### src/rtl/ulight_fifo_rx_read_ctrl.sv
// ulight_fifo_rx_read_ctrl
// Read sequencer for the uLight SpaceWire RX FIFO. Pops one entry at a time into a holding
// register and presents it to the CPU through a 4-word Avalon-MM slave, together with FIFO
// status, enable and threshold-interrupt configuration.
//
// Ports:
//   clk, reset_n           system clock; synchronous active-low reset
//   address/read/write     Avalon-MM slave (word address 0..3, one-cycle strobes)
//   writedata, readdata    write data in, registered read data out
//   fifo_rd_en             FIFO pop strobe (one cycle, FETCH state only)
//   fifo_dout              FIFO output, valid the cycle after fifo_rd_en
//   fifo_empty, fifo_count FIFO status
//   irq                    registered level interrupt (occupancy >= threshold)
module ulight_fifo_rx_read_ctrl #(
   parameter int unsigned DATA_WIDTH  = 9,
   parameter int unsigned COUNT_WIDTH = 6
) (
   input  logic                   clk,
   input  logic                   reset_n,
   input  logic [1:0]             address,
   input  logic                   read,
   input  logic                   write,
   input  logic [31:0]            writedata,
   output logic [31:0]            readdata,
   output logic                   fifo_rd_en,
   input  logic [DATA_WIDTH-1:0]  fifo_dout,
   input  logic                   fifo_empty,
   input  logic [COUNT_WIDTH-1:0] fifo_count,
   output logic                   irq
);

   typedef enum logic [1:0] {StEmpty, StFetch, StWait, StFull} state_e;

   state_e                 state_q, state_d;
   logic                   enable_q, enable_d;
   logic                   irq_en_q, irq_en_d;
   logic [COUNT_WIDTH-1:0] thresh_q, thresh_d;
   logic [DATA_WIDTH-1:0]  hold_q, hold_d;
   logic                   hold_valid_q, hold_valid_d;
   logic [31:0]            readdata_q, readdata_d;
   logic                   irq_q, irq_d;
   logic [COUNT_WIDTH:0]   level;
   logic                   data_pop;

   // Only the threshold-sized low bits of writedata are ever stored.
   logic unused_wdata;
   assign unused_wdata = ^writedata[31:COUNT_WIDTH];

   always_comb begin
      state_d      = state_q;
      enable_d     = enable_q;
      irq_en_d     = irq_en_q;
      thresh_d     = thresh_q;
      hold_d       = hold_q;
      hold_valid_d = hold_valid_q;
      readdata_d   = readdata_q;

      // One extra bit so a full FIFO plus a held word cannot wrap.
      level = {1'b0, fifo_count} + {{COUNT_WIDTH{1'b0}}, hold_valid_q};
      irq_d = irq_en_q && (thresh_q != '0) && (level >= {1'b0, thresh_q});

      // The pop side effect of a DATA read exists only while a word is held.
      data_pop = read && (address == 2'd0) && (state_q == StFull);

      unique case (state_q)
         StEmpty: if (enable_q && !fifo_empty) state_d = StFetch;
         StFetch: state_d = StWait;
         StWait: begin
            hold_d       = fifo_dout;
            hold_valid_d = 1'b1;
            state_d      = StFull;
         end
         StFull: begin
            if (data_pop) begin
               hold_valid_d = 1'b0;
               state_d      = StEmpty;
            end
         end
         default: state_d = StEmpty;
      endcase

      // A read takes priority; a write in the same cycle is dropped.
      if (read) begin
         readdata_d = '0;
         unique case (address)
            2'd0: begin
               // Stale hold contents are masked so a non-valid read returns zero.
               if (hold_valid_q) begin
                  readdata_d[31]             = 1'b1;
                  readdata_d[DATA_WIDTH-1:0] = hold_q;
               end
            end
            2'd1: begin
               readdata_d[COUNT_WIDTH-1:0] = fifo_count;
               readdata_d[16]              = fifo_empty;
               readdata_d[17]              = hold_valid_q;
               readdata_d[18]              = irq_q;
            end
            2'd2: begin
               readdata_d[0] = enable_q;
               readdata_d[1] = irq_en_q;
            end
            2'd3: readdata_d[COUNT_WIDTH-1:0] = thresh_q;
            default: readdata_d = '0;
         endcase
      end else if (write) begin
         case (address)
            2'd2: begin
               enable_d = writedata[0];
               irq_en_d = writedata[1];
            end
            2'd3: thresh_d = writedata[COUNT_WIDTH-1:0];
            default: ;
         endcase
      end
   end

   always_ff @(posedge clk) begin
      if (!reset_n) begin
         state_q      <= StEmpty;
         enable_q     <= 1'b0;
         irq_en_q     <= 1'b0;
         thresh_q     <= {{(COUNT_WIDTH-1){1'b0}}, 1'b1};
         hold_q       <= '0;
         hold_valid_q <= 1'b0;
         readdata_q   <= '0;
         irq_q        <= 1'b0;
      end else begin
         state_q      <= state_d;
         enable_q     <= enable_d;
         irq_en_q     <= irq_en_d;
         thresh_q     <= thresh_d;
         hold_q       <= hold_d;
         hold_valid_q <= hold_valid_d;
         readdata_q   <= readdata_d;
         irq_q        <= irq_d;
      end
   end

   assign fifo_rd_en = (state_q == StFetch);
   assign readdata   = readdata_q;
   assign irq        = irq_q;

endmodule

### config.mk
export PLATFORM = sky130hd
export DESIGN_NAME = ulight_fifo_rx_read_ctrl
export DESIGN_NICKNAME = d
export VERILOG_FILES = /design/src/rtl/ulight_fifo_rx_read_ctrl.sv
export SDC_FILE = /design/constraint.sdc
export NUM_CORES = 1
export LEC_CHECK = 0
export ABC_AREA = 1
export CORE_MARGIN = 8
export CORE_UTILIZATION = 25
export DETAILED_ROUTE_END_ITERATION = 7
export DONT_BUFFER_PORTS = 1
export SLEW_MARGIN = 20
export SYNTH_ARGS = -nofsm -noshare
export SYNTH_HDL_FRONTEND = slang
export SYNTH_SLANG_ARGS = --single-unit
### constraint.sdc
create_clock -name clk -period 2.3 [get_ports clk]
set_input_delay 0.345 -clock clk [delete_from_list [all_inputs] [get_ports clk]]
set_output_delay 0.345 -clock clk [all_outputs]
set_load 0.02 [all_outputs]
==> impl_metrics.toml <==
[worst_setup_path]
critPathBufInv = 2
crit_start = "hold_valid_q"
worstPathArrival_ps = 2060
cp-end-kind = "flip-flop"
crit_type = "flip-flop to flip-flop"
cpPeakStageDelay_ps = 340
cp_top_family = "adder cells"
r2r_slack_ps = 440
worstReg2RegEnd = "irq"
slowest_stage = "dfxtp_1"
critPathRequiredTime_ps = 2490
critPathMaxFanout = 2
reg2regPathDepth = 13
crit_cells = 13
worstSetupStartpointType = "flip-flop"
crit_end = "irq"
path_cells = "ha_1 -> ha_1 -> inv_1 -> nor2_1 -> xnor2_1 -> inv_1 -> ha_1 -> nand2_1 -> nand2_1 -> nand2_1 -> nand2_1 -> nor2_1 -> a21oi_1"
r2r-start = "hold_valid_q"
crit_top_cell = "nand2_1"

[global_route]
grt_pass1_wl_mm = 7.60
grtUsageMet2_pct = 13.9
overflow = 0
grt_max_degree = 27
met3_usage_pct = 5.51
grt_busiest_layer = "met2"
grt_antenna_before_repair = 0
gr-usage-met1_pct = 9.14
grt_pass1_vias = 1559
grt_util_all_layers_pct = 8.59

[pwr]
p_per_area_nw_per_um2 = 793
max-vdd-ir-drop_mv = 0.385
power_leakage_nw = 0.877

[die]
rows = 32
start_util_pct = 25.3
io_pins = 88
die_h_um = 104
core_um2 = 7570
dieArea_um2 = 10700
chipWidth_um = 104

[clock_network]
hold_buffers = 0
cts_tree = "yes"
clk_latency_ps = 280
post_cts_resized = 0
numClockSinks = 34
ctsRootBufferMaster = "clkbuf_8"
clockBufferDepth = 2
cts_buffers = 5
htreeDepth = 2
post-cts-setup-buffer-count = 0
path_clk_slew_ps = 70

[timing]
max_freq_mhz = 536
rsz0062_at_grt = "no"
setup_tns_ps = 0
fin_ws_ps = 436
final_hold_viol_count = 0
finClkSkew_ps = 4.05
fin_crit_sh_pct = 81.0
slew_viol_final = 0
period_needed_ps = 1860
report.final.setup_viol = 0

[layout]
diodes = 0
final_cell_mix = "nand2_1, dfxtp_1, nor2_1"
fin_nets = 334
final_common_cell = "nand2_1"
syn_to_final_growth_pct = 5.55
drive_above_1_share_pct = 6.72

[placement]
port_buffers = 0
gp_congestion = 0.804
dp_slack_ps = 419
hpwl_mm = 3.77

[status]
status = "complete, no violations"

[logic_synthesis]
synth_top_area_cell = "dfxtp_1"
ys_seq_area_share_pct = 35.5
synth_seq_cells = 34
syn_inst = 268
ys_top_cells_by_area = "dfxtp_1, nand2_1, ha_1, buf_4, a21oi_1"
yosysWarnings = 0
syn_area_per_cell_um2 = 7.15
syn_area_um2 = 1920
synthDominantCellAreaShare_pct = 35.5
yosysUniqueCellTypes = 25

[detailed_routing]
antenna_left = 0
drtIter0Drc = 51
routed_via_density = 4.22
routed-via-count = 1561
drt-wirelength-per-cell_um = 12.4
drc = 0
drtPass1Iterations = 4
drt_wl_total_mm = 4.61

[job]
drv_cap = 0

[hold_path]
hp-class = "primary input to flip-flop"
[worst register-to-register path, cell delays in order (launching register included)]
cell     delay [ps]
dfxtp_1         340
ha_1            180
ha_1            190
inv_1            60
nor2_1          120
xnor2_1         120
inv_1            60
ha_1            290
nand2_1          50
nand2_1          50
nand2_1          40
nand2_1          60
nor2_1           40
a21oi_1         180
[per-stage QoR]
| stage | hold slack, ps | instance area (um^2) | std cells | power (W) | utilization [%] |
|---|---|---|---|---|---|
| after floorplan | 425 | 1980 | 286 | 0.00111 | - |
| after global placement | 435 | 1930 | 362 | 0.00115 | 25.5 |
| after detailed placement | 446 | 1930 | 362 | 0.00116 | 25.5 |
| after CTS | 145 | 2020 | 370 | 0.00162 | 26.7 |
| after global routing | 138 | 2020 | 370 | 0.00174 | 26.7 |
| final | 151 | 2020 | 370 | 0.00160 | 26.7 |
[synth_stat cells (all sizes together)]
library cell   n
xor2           2
buf           24
nand3b         1
ha            13
conb           1
a21oi         25
nand2         51
inv           30
nand4          1
nor3           3
clkinv         1
o21ai         25
nor2          32
nand3         19
dfxtp         34
xnor2          2
and3           1
clkbuf         3
[sequential cells by signal, summed over array words and instances, names as in the netlist]
name	flops
enable_q	1
state_q	2
thresh_q	6
hold_valid_q	1
irq	1
irq_en_q	1
hold_q	9
readdata	13
[routing by layer]
metal	share of wire [%]	vias to the layer above	wire length (um)
met2	46	51	2120
met5	0	-	0
met1	41	695	1870
li1	-	813	-
met4	0.46	0	21
met3	13	2	596
[worst min path at each step]
stage                               to  startpoint  slack [ps]  cells past startpoint
after global placement     thresh_q[0]     reset_n         440                      1
after CTS                 readdata[18]        read         140                      1
after global routing      readdata[16]        read         140                      1
after floorplan              hold_q[0]   hold_q[0]         420                      2
final                     readdata[18]        read         150                      1
after detailed placement  readdata[17]        read         450                      1
[where the power goes]
group,leakage (nW),internal [W],switching (W)
combinational,0.552,0.000147,0.000262
sequential,0.278,0.000675,0.0000624
clock,0.0472,0.000240,0.000217
[cell families (layout without fill, tap and decap cells)]
group	after synthesis	in the layout	synth area share [%]
AND/OR/NAND/NOR	108	108	24.5
buffers and inverters	58	40	16.1
AO/OA/AOI/OAI	50	50	13.4
flip-flops	34	34	35.5
adder cells (fa/ha/maj)	13	13	8.49
XOR/XNOR	4	4	1.83
other	1	19	0.196
[area by class of cell]
| type | count | area, um^2 |
|---|---|---|
| Fill cell | 839 | 5540 |
| Multi-Input combinational cell | 194 | 996 |
| Sequential cell | 34 | 681 |
| Tap cell | 102 | 128 |
| Inverter | 31 | 116 |
| Clock buffer | 6 | 82.6 |
| Clock inverter | 2 | 12.5 |
| Timing Repair Buffer | 1 | 7.51 |
Note: power is estimated with default switching activity, not from simulation.
